$ cat src/rtl/spram_arbiter.sv
// spram_arbiter: round-robin two-port front end for one SB_SPRAM256KA with idle sleep/wake control
//   clk, rst             : clock (also SPRAM CLOCK), synchronous active-high reset
//   pN_valid/ready       : request handshake, ready is combinational grant
//   pN_we/addr/wdata/wmask : request payload (write flag, word address, data, nibble enables)
//   pN_rvalid/rdata      : read result one cycle after a read grant
//   ram_*                : SPRAM primitive connections
//   sleeping             : 1 while in SLEEP or WAKE
module spram_arbiter #(
  parameter int IDLE_SLEEP = 1024,
  parameter int WAKE_CYCLES = 4
) (
  input  logic        clk,
  input  logic        rst,
  input  logic        p0_valid,
  input  logic        p1_valid,
  output logic        p0_ready,
  output logic        p1_ready,
  input  logic        p0_we,
  input  logic        p1_we,
  input  logic [13:0] p0_addr,
  input  logic [13:0] p1_addr,
  input  logic [15:0] p0_wdata,
  input  logic [15:0] p1_wdata,
  input  logic [3:0]  p0_wmask,
  input  logic [3:0]  p1_wmask,
  output logic        p0_rvalid,
  output logic        p1_rvalid,
  output logic [15:0] p0_rdata,
  output logic [15:0] p1_rdata,
  output logic [13:0] ram_addr,
  output logic [15:0] ram_wdata,
  output logic [3:0]  ram_maskwren,
  output logic        ram_wren,
  output logic        ram_cs,
  output logic        ram_standby,
  output logic        ram_sleep,
  output logic        ram_poweroff,
  input  logic [15:0] ram_rdata,
  output logic        sleeping
);
  localparam int IW = $clog2(IDLE_SLEEP + 1) + 1;
  localparam int WW = $clog2(WAKE_CYCLES + 1) + 1;
  localparam logic [IW-1:0] IDLE_LAST = IW'(IDLE_SLEEP == 0 ? 0 : IDLE_SLEEP - 1);
  localparam logic [WW-1:0] WAKE_LAST = WW'(WAKE_CYCLES < 1 ? 0 : WAKE_CYCLES - 1);
  typedef enum logic [1:0] {ACTIVE, SLEEP, WAKE} state_t;
  state_t state, state_nx;
  logic [IW-1:0] idle_cnt, idle_nx;
  logic [WW-1:0] wake_cnt, wake_nx;
  logic rr_last, g0, g1, any_valid;
  always_comb begin
    any_valid = p0_valid | p1_valid;
    g0 = state == ACTIVE && p0_valid && (!p1_valid || rr_last);
    g1 = state == ACTIVE && p1_valid && (!p0_valid || !rr_last);
    state_nx = state;
    idle_nx = '0;
    wake_nx = '0;
    case (state)
      ACTIVE: if (!any_valid) begin
        // the idle cycle that brings the count to IDLE_SLEEP is the last one in ACTIVE
        if (IDLE_SLEEP != 0 && idle_cnt == IDLE_LAST) state_nx = SLEEP;
        else idle_nx = IDLE_SLEEP == 0 ? '0 : idle_cnt + 1'b1;
      end
      SLEEP: state_nx = any_valid ? WAKE : SLEEP;
      WAKE: begin
        state_nx = wake_cnt == WAKE_LAST ? ACTIVE : WAKE;
        wake_nx = wake_cnt == WAKE_LAST ? '0 : wake_cnt + 1'b1;
      end
      default: state_nx = ACTIVE;
    endcase
  end
  assign p0_ready = g0;
  assign p1_ready = g1;
  assign ram_cs = g0 | g1;
  assign ram_addr = g1 ? p1_addr : p0_addr;
  assign ram_wdata = g1 ? p1_wdata : p0_wdata;
  assign ram_maskwren = g1 ? p1_wmask : p0_wmask;
  assign ram_wren = g1 ? p1_we : p0_we;
  assign ram_standby = 1'b0;
  assign ram_poweroff = 1'b1;
  assign ram_sleep = state == SLEEP;
  assign sleeping = state != ACTIVE;
  assign p0_rdata = ram_rdata;
  assign p1_rdata = ram_rdata;
  always_ff @(posedge clk) begin
    if (rst) begin
      state <= ACTIVE;
      idle_cnt <= '0;
      wake_cnt <= '0;
      rr_last <= 1'b1;
      p0_rvalid <= 1'b0;
      p1_rvalid <= 1'b0;
    end else begin
      state <= state_nx;
      idle_cnt <= idle_nx;
      wake_cnt <= wake_nx;
      if (g0 | g1) rr_last <= g1;
      p0_rvalid <= g0 & ~p0_we;
      p1_rvalid <= g1 & ~p1_we;
    end
  end
endmodule

$ cat config.mk
export PLATFORM = sky130hd
export DESIGN_NAME = spram_arbiter
export DESIGN_NICKNAME = d
export VERILOG_FILES = /design/src/rtl/spram_arbiter.sv
export SDC_FILE = /design/constraint.sdc
export NUM_CORES = 1
export LEC_CHECK = 0
export BUFFER_PORTS_ARGS = -buffer_cell sky130_fd_sc_hd__buf_2
export CAP_MARGIN = 10
export CORE_UTILIZATION = 30
export DETAILED_ROUTE_END_ITERATION = 8
export PLACE_DENSITY = 0.7
export SYNTH_ARGS = -nofsm -noshare
export SYNTH_HDL_FRONTEND = slang
export SYNTH_SLANG_ARGS = --single-unit
$ cat constraint.sdc
create_clock -name clk -period 1.85 [get_ports clk]
set_clock_uncertainty 0.1 [all_clocks]
set_input_delay 0.2775 -clock clk [delete_from_list [all_inputs] [get_ports clk]]
set_output_delay 0.2775 -clock clk [all_outputs]
set_load 0.01 [all_outputs]
==> impl_metrics.yaml, run 1 <==
drt:
  final_antenna_net_count: 0
  viasPerCell: 4.66
  drc: 0
  drt-total-wl_mm: 4.90
  routedWlPerCell_um: 14.7
  drtIter0Drc: 48
  dr_total_vias: 1552
  drt_pre_antenna_iters: 4
global_route:
  grt_max_degree: 19
  grt_pass1_wl_mm: 6.53
  grt_use_total: 0.159
  grt-ovfl-total: 0
  grt_pass1_vias: 1352
  antenna_found_initial: 0
critical_path:
  required_ps: 1470
  critical_path_class: "reg -> out"
  worstPathArrival_ps: 1520
  crit_fanout: 18
  cp-start-kind: "flip-flop"
  endpoint_kind: "primary output"
run_status:
  failed_checks: "negative setup slack"
  outcome: "finished, violations left"
floorplanning:
  dieArea_mm2: 0.00558
  row_count: 26
  dieHeight_um: 74.7
  ios: 166
  initial_utilization: 0.310
  core_mm2: 0.00511
  dieWidth_um: 74.7
placed_design:
  gp_congestion: 0.795
  place_area_mm2: 0.00204
  dpl.cell_count: 326
  port_buffers: 115
  dp.final_hpwl_mm: 3.61
cts:
  clock-sinks: 21
  clk_path_buf_depth: 2
  htreeDepth: 1
  clk_pin_slew_ps: 70
  clk_latency_ps: 260
  cts-hold-fix-buffers: 0
  cts-buffers-inserted: 3
  cts_root_buf: "clkbuf_8"
  cts_tree: "done"
synth:
  synth_cell_types: 32
  synth_largest_area_cell: "dfxtp_1"
  synth_edf_count: 0
  synth_top_family_by_area: "multiplexers"
  synth_cells: 173
  yosys-top-cells-count: "buf_4 (35), mux2_2 (35), dfxtp_1 (21), nor2_1 (9), nand3_1 (7)"
  async_reset_ff_frac: 0
  syn_nets: 265
  yosysSeqAreaShare: 0.265
  synth-simple-area-share: 0.167
  synth_ff_type: "dfxtp_1"
  synth_compound_area_frac: 0.0805
  syn-cell-area_mm2: 0.00159
  yosysWarnings: 0
  synth_xor_area_frac: 0.0276
  synth-seq-cells: 21
  synth_top_area_share: 0.265
  synth_area_leaders: "dfxtp_1 (27%), mux2_2 (25%), buf_4 (17%)"
  synth_area_per_cell_um2: 9.16
  muxShareOfSynthArea: 0.249
  synthAdderAreaFrac: 0.0158
sta:
  timing.final.crit_share: 1.03
  hold_violations: 0
  fmax_mhz: 526
  rsz0062_at_grt: "true"
  maxSlewViolCount: 0
  period_needed_ps: 1900
  worst_slack_ps: -50.8
  finalSetupViolCount: 34
pwr:
  p_leak_nw: 1.07
  peakVddDrop_mv: 0.301
  power.density_mw_per_mm2: 507
layout:
  area_growth_pct: 47.5
  fin_cells: 333
  drive_gt1_frac: 0.677
  fin_area_mm2: 0.00234
  n_antenna_cell: 0
  fin_nets: 356
run:
  cap_violations: 0
hold_path:
  worstHoldPathType: "in -> reg"
final cells by class:
type | instances | area [µm²]
inverters | 3 | 11.3
flip-flops and latches | 21 | 427
well taps | 70 | 87.6
multi-input cells | 108 | 885
fillers | 489 | 2770
clock buffers | 4 | 45.0
repair buffers | 127 | 883
registers in the layout, indices dropped and copies added, names as in the netlist:
signal	flops
p1_rvalid	1
state	2
rr_last	1
p0_rvalid	1
idle_cnt	12
wake_cnt	4
power breakdown:
group	internal, mW	switching (mW)
clock network	0.153	0.146
registers	0.455	0.00282
logic	0.259	0.169
final timing paths:
path	startpoint	slack, ps	endpoint	depth (start not counted)
setup reg to reg	idle_cnt[0]$_SDFF_PP0_	170	idle_cnt[10]$_SDFF_PP0_	4
hold / removal	p1_we	90	p1_rvalid$_SDFF_PP0_	2
hold reg to reg	wake_cnt[0]$_SDFF_PP0_	350	wake_cnt[0]$_SDFF_PP0_	1
setup / recovery	state[0]$_SDFFE_PP0P_	-50	ram_wdata[3]	5
logic make-up after synthesis:
family	Yosys count
buffers and inverters	44
AND/OR/NAND/NOR	46
adder cells (fa/ha/maj)	2
AO/OA/AOI/OAI	18
other	2
multiplexers	35
XOR/XNOR	5
flip-flops	21
layer usage:
layer | global-route usage | wire length (µm) | vias to the layer above
li1 | - | - | 758
met1 | 0.218 | 2080 | 714
met2 | 0.243 | 2480 | 70
met3 | 0.0361 | 260 | 10
met4 | 0.0608 | 74 | 0
met5 | 0 | 0 | -
per-stage QoR:
step | hold WS, ps | setup TNS (ps) | total power, mW | setup WS [ps] | util
2_1_floorplan | 247 | 0 | 0.702 | 150 | -
3_3_place_gp | 333 | 0 | 0.794 | 157 | 0.400
3_5_place_dp | 346 | 0 | 0.799 | 156 | 0.400
4_1_cts | 84.8 | -558 | 1.18 | -63.4 | 0.448
5_1_grt | 72.8 | -2610 | 1.25 | -119 | 0.458
6_report | 90.0 | -441 | 1.19 | -50.8 | 0.458
timing repair:
action	in CTS	in global routing
resized for setup	32	7
buffers inserted	1	1
pin swaps	1	0
setup endpoints to repair	35	35
cloned	1	0
cell usage in the layout (no fill, tap or decap), drive strengths merged:
cell	count
or4	3
or3b	1
or2	1
ha	2
or3	4
and3	1
nand4	2
o211a	1
nand3b	3
o31ai	3
conb	2
xnor2	2
nor2	9
mux2	35
dfxtp	21
xor2	3
nand2b	1
nor3b	2
nand3	7
buf	127
nor2b	1
nand2	5
a211oi	6
nor3	5
nor4	1
o21ai	6
inv	3
clkbuf	4
a21oi	2
worst max-delay path, stage by stage, from the launching register on:
cell,delay [ps]
dfxtp_4,360
nor2_4,130
nand3_4,130
buf_12,190
mux2_2,300
buf_2,150
Power figures use the tool's default switching activity.
==> inputs of run 2 (changes only) <==
--- a/config.mk
+++ b/config.mk
@@ -7,9 +7,13 @@
 export LEC_CHECK = 0
 export BUFFER_PORTS_ARGS = -buffer_cell sky130_fd_sc_hd__buf_2
 export CAP_MARGIN = 10
-export CORE_UTILIZATION = 30
+export CELL_PAD_IN_SITES_DETAIL_PLACEMENT = 1
+export CELL_PAD_IN_SITES_GLOBAL_PLACEMENT = 2
+export CORE_ASPECT_RATIO = 0.7
+export CORE_UTILIZATION = 17
 export DETAILED_ROUTE_END_ITERATION = 8
-export PLACE_DENSITY = 0.7
+export PLACE_DENSITY_LB_ADDON = 0.1
+export RECOVER_POWER = 25
 export SYNTH_ARGS = -nofsm -noshare
 export SYNTH_HDL_FRONTEND = slang
 export SYNTH_SLANG_ARGS = --single-unit
==> run 2 against run 1 <==
  * The run now ends clean
  * Die area up 74%
  * Core utilization decreased by 18 points
  * First-iteration DRC count down 69%
  * Fmax up 3.6%
  * Design area increased by 5.9%
  * Register-to-register slack improved by 40 ps
  * Critical path type unchanged
  * Critical endpoint is now ram_wdata[7]
==> impl_metrics.yaml, run 2 (synthesis results as in run 1) <==
pwr:
  clkPwrFrac: 0.339
  switching_share: 0.251
  p_leak_nw: 1.11
  p_sw_uw: 340
  internal-power_mw: 1.02
  combPwrFrac: 0.322
  power.density_mw_per_mm2: 548
  peakVddDrop_mv: 0.322
  seqPwrFrac: 0.339
sta:
  fmax_mhz: 545
  period_needed_ps: 1840
  maxSlewViolCount: 0
  timing.final.crit_share: 0.992
  rsz0062_at_grt: "true"
  hold_violations: 0
  finalSetupViolCount: 0
  timing.hold.ws_ps: 112
critical_path:
  slowest_delay_ps: 330
  cp-start-kind: "flip-flop"
  cp_top_family: "flip-flops"
  endpoint_kind: "primary output"
  critPathSlowestCell: "dfxtp_2"
  worstPathArrival_ps: 1460
  path_cells: "nor2_4, nand3_4, clkbuf_16, mux2_2, buf_6"
  critical_path_class: "reg -> out"
  crit_fanout: 13
  required_ps: 1470
  critPathBufInv: 2
floorplanning:
  initial_utilization: 0.175
  dieWidth_um: 117
  row_count: 29
  core_mm2: 0.00907
  dieArea_mm2: 0.00972
  dieHeight_um: 82.8
  ios: 166
cts:
  clk_path_buf_depth: 2
  clk_pin_slew_ps: 60
  htreeDepth: 1
  cts-buffers-inserted: 3
  cts_tree: "done"
  clock-sinks: 21
  clk_latency_ps: 250
  cts_root_buf: "clkbuf_16"
  cts-hold-fix-buffers: 0
layout:
  fin_cells: 390
  layout_common_cells: "buf_2 (83), mux2_2 (35), buf_6 (32)"
  fin_nets: 359
  largestRegisters: "idle_cnt: 12 flops, wake_cnt: 4 flops, state: 2 flops"
  largest_register_ffs: 12
  drive_gt1_frac: 0.677
  area_growth_pct: 56.3
  regMostFlops: "idle_cnt"
  n_antenna_cell: 0
  layout_commonest_cell: "buf_2"
drt:
  drtIter0Drc: 15
  drt_pre_antenna_iters: 4
  drt-total-wl_mm: 5.76
  routedWlPerCell_um: 14.8
  drc: 0
  viasPerCell: 4.02
  final_antenna_net_count: 0
  dr_total_vias: 1566
global_route:
  antenna_found_initial: 0
  grt_pass1_wl_mm: 8.08
  grt_pass1_vias: 1625
  grt_use_total: 0.107
  grt_max_degree: 29
  grt-ovfl-total: 0
run_status:
  outcome: "finished clean"
placed_design:
  port_buffers: 115
  gp_congestion: 0.680
  dpl.cell_count: 384
  dp.final_hpwl_mm: 4.62
run:
  cap_violations: 0
hold_path:
  worstHoldPathType: "in -> reg"
## run 2: cell types whose count changed in the layout (fill, tap and decap cells not counted), sizes merged
cell	change
clkbuf	+1
buf	+2
## run 2: final cells by class
cell class | instances | area, µm²
fillers | 1116 | 6590
clock buffers | 4 | 78.8
repair buffers | 130 | 926
flip-flops and latches | 21 | 424
multi-input cells | 108 | 882
well taps | 124 | 155
inverters | 3 | 11.3
## run 2: worst paths after layout
check	endpoint	slack, ps	from	cells past startpoint
worst max-delay path	ram_wdata[7]	10	state[0]$_SDFFE_PP0P_	5
worst min-delay path	p0_rvalid$_SDFF_PP0_	110	p0_we	2
worst max register to register	idle_cnt[10]$_SDFF_PP0_	210	idle_cnt[0]$_SDFF_PP0_	4
worst min register to register	wake_cnt[0]$_SDFF_PP0_	350	wake_cnt[0]$_SDFF_PP0_	1
## run 2: stage by stage
step | util | total power, mW | setup TNS [ps] | setup slack, ps | area [µm²]
2_1_floorplan | - | 0.702 | 0 | 150 | 1590
3_3_place_gp | 0.236 | 0.807 | 0 | 203 | 2140
3_5_place_dp | 0.236 | 0.805 | 0 | 208 | 2140
4_1_cts | 0.246 | 1.28 | -34.2 | -11.3 | 2230
5_1_grt | 0.273 | 1.44 | -1490 | -63.6 | 2480
6_report | 0.273 | 1.36 | 0 | 14.5 | 2480
## run 2: repair_timing
item                       in CTS  in global routing
cloned                          0                  1
pin swaps                       0                  1
setup buffers                   0                  1
setup endpoints to repair      35                 35
gates resized for setup         5                 35
## run 2: layer usage
layer  GRT usage  routed length, µm  vias up
li1            -                  -      762
met1       0.135               2470      719
met2       0.175               2710       64
met3      0.0239                420       21
met4      0.0519                163        0
met5           0                  0        -
## run 2: power by group through the flow
| stage | sequential (mW) | combinational [mW] | clock, mW |
|---|---|---|---|
| 2_1_floorplan | 0.470 | 0.233 | 0 |
| 3_3_place_gp | 0.470 | 0.337 | 0 |
| 3_5_place_dp | 0.469 | 0.335 | 0 |
| 4_1_cts | 0.460 | 0.339 | 0.485 |
| 5_1_grt | 0.460 | 0.470 | 0.507 |
| 6_report | 0.460 | 0.437 | 0.461 |
==> inputs of run 3 (changes only) <==
--- a/config.mk
+++ b/config.mk
@@ -12,6 +12,7 @@
 export CORE_ASPECT_RATIO = 0.7
 export CORE_UTILIZATION = 17
 export DETAILED_ROUTE_END_ITERATION = 8
+export HOLD_SLACK_MARGIN = 0.12
 export PLACE_DENSITY_LB_ADDON = 0.1
 export RECOVER_POWER = 25
 export SYNTH_ARGS = -nofsm -noshare
==> run 3 against run 2 <==
  * Register-to-register slack about the same
  * Critical path depth unchanged
  * Core utilization is 0.22 points higher
  * Sequential power about the same
  * Sequential cell count is the same
  * Highest routed layer unchanged
==> impl_metrics.yaml, run 3 (synthesis results as in run 1) <==
drt:
  drtIter0Drc: 13
  viasPerCell: 4.03
  drc: 0
  final_antenna_net_count: 0
  routedWlPerCell_um: 14.7
  drt-total-wl_mm: 5.77
  drt_pre_antenna_iters: 4
  dr_total_vias: 1578
pwr:
  power.total_mw: 1.36
  p_leak_nw: 1.12
  peakVddDrop_mv: 0.322
  power.density_mw_per_mm2: 545
layout:
  largest_register_ffs: 12
  layout_common_cells: "buf_2 (83), mux2_2 (35), buf_6 (32)"
  largestRegisters: "idle_cnt: 12 flops, wake_cnt: 4 flops, state: 2 flops"
  drive_gt1_frac: 0.672
  layout_commonest_cell: "buf_2"
  regMostFlops: "idle_cnt"
  n_antenna_cell: 0
  fin_area_mm2: 0.00250
  area_growth_pct: 57.5
  fin_nets: 361
  fin_cells: 392
hold_path:
  whs_path_depth: 2
  worstHoldPathType: "in -> reg"
critical_path:
  endpoint_kind: "primary output"
  critPathBufInv: 2
  required_ps: 1470
  critPathSlowestCell: "dfxtp_2"
  slowest_delay_ps: 330
  path_cells: "nor2_4, nand3_4, clkbuf_16, mux2_2, buf_6"
  crit_fanout: 13
  worstPathArrival_ps: 1460
  cp-start-kind: "flip-flop"
  r2r_cells: 4
  path_depth: 5
  critical_path_class: "reg -> out"
  cp_top_family: "flip-flops"
sta:
  finalSetupTns_ps: 0
  maxSlewViolCount: 0
  finalSetupViolCount: 0
  hold_violations: 0
  fmax_mhz: 545
  rsz0062_at_grt: "true"
  timing.final.crit_share: 0.992
  period_needed_ps: 1840
global_route:
  grt_use_total: 0.107
  grt_max_degree: 29
  met2_usage: 0.175
  grt_pass1_vias: 1634
  grt-ovfl-total: 0
  top_usage_layer: "met2"
  grt_use_met3: 0.0239
  antenna_found_initial: 0
  grt_pass1_wl_mm: 8.10
  use_met1: 0.135
floorplanning:
  core_mm2: 0.00907
  dieArea_mm2: 0.00972
  initial_utilization: 0.175
  row_count: 29
  dieWidth_um: 117
  dieHeight_um: 82.8
  ios: 166
cts:
  cts_root_buf: "clkbuf_16"
  clk_path_buf_depth: 2
  htreeDepth: 1
  clock-sinks: 21
  clk_pin_slew_ps: 60
  cts_tree: "done"
  clk_latency_ps: 250
  cts-buffers-inserted: 3
placed_design:
  dp.final_hpwl_mm: 4.62
  gp_congestion: 0.680
  place_area_mm2: 0.00214
  dpl.cell_count: 384
  port_buffers: 115
run:
  cap_violations: 0
run_status:
  outcome: "finished clean"
run 3: cell count changes in the layout (fill, tap and decap cells not counted), sizes merged:
cell         previous run  this run
dlygate4sd3             0         2
run 3: path summary, 6_finish.rpt:
| path | from | slack, ps | endpoint |
|---|---|---|---|
| max | state[0]$_SDFFE_PP0P_ | 10 | ram_wdata[7] |
| min | rst | 180 | state[1]$_SDFFE_PP0P_ |
| max reg2reg | idle_cnt[0]$_SDFF_PP0_ | 210 | idle_cnt[10]$_SDFF_PP0_ |
| min reg2reg | wake_cnt[0]$_SDFF_PP0_ | 350 | wake_cnt[0]$_SDFF_PP0_ |
run 3: report_power, final:
part,switching [mW],internal (mW),total [mW]
Combinational,0.171,0.269,0.440
Sequential,0.00234,0.457,0.460
Clock,0.167,0.294,0.461
Total,0.341,1.02,1.36
run 3: routing by layer:
layer	share of wire	vias to the layer above
met5	0	-
met4	0.032	0
met3	0.068	23
met2	0.47	64
met1	0.43	725
li1	-	766
run 3: area by class of cell:
| class | instances | area (µm²) |
|---|---|---|
| inverters | 3 | 11.3 |
| flip-flops and latches | 21 | 424 |
| well taps | 124 | 155 |
| clock buffers | 4 | 78.8 |
| repair buffers | 132 | 946 |
| fillers | 1115 | 6570 |
| multi-input cells | 108 | 882 |
run 3: per-stage QoR:
step / setup WS, ps / utilization / hold slack (ps)
floorplan: 150 / - / 247
global placement: 203 / 0.236 / 336
detailed placement: 208 / 0.236 / 340
CTS: -11.3 / 0.248 / 180
global route: -63.6 / 0.275 / 185
finish: 14.5 / 0.275 / 182
run 3: repair_timing:
action / CTS / global route
setup buffers: 0 / 1
cloned: 0 / 1
endpoints found under the hold margin: 2 / 0
pin swaps: 0 / 1
resized for setup: 5 / 35
hold buffers: 2 / 0
endpoints found under the setup margin: 35 / 35
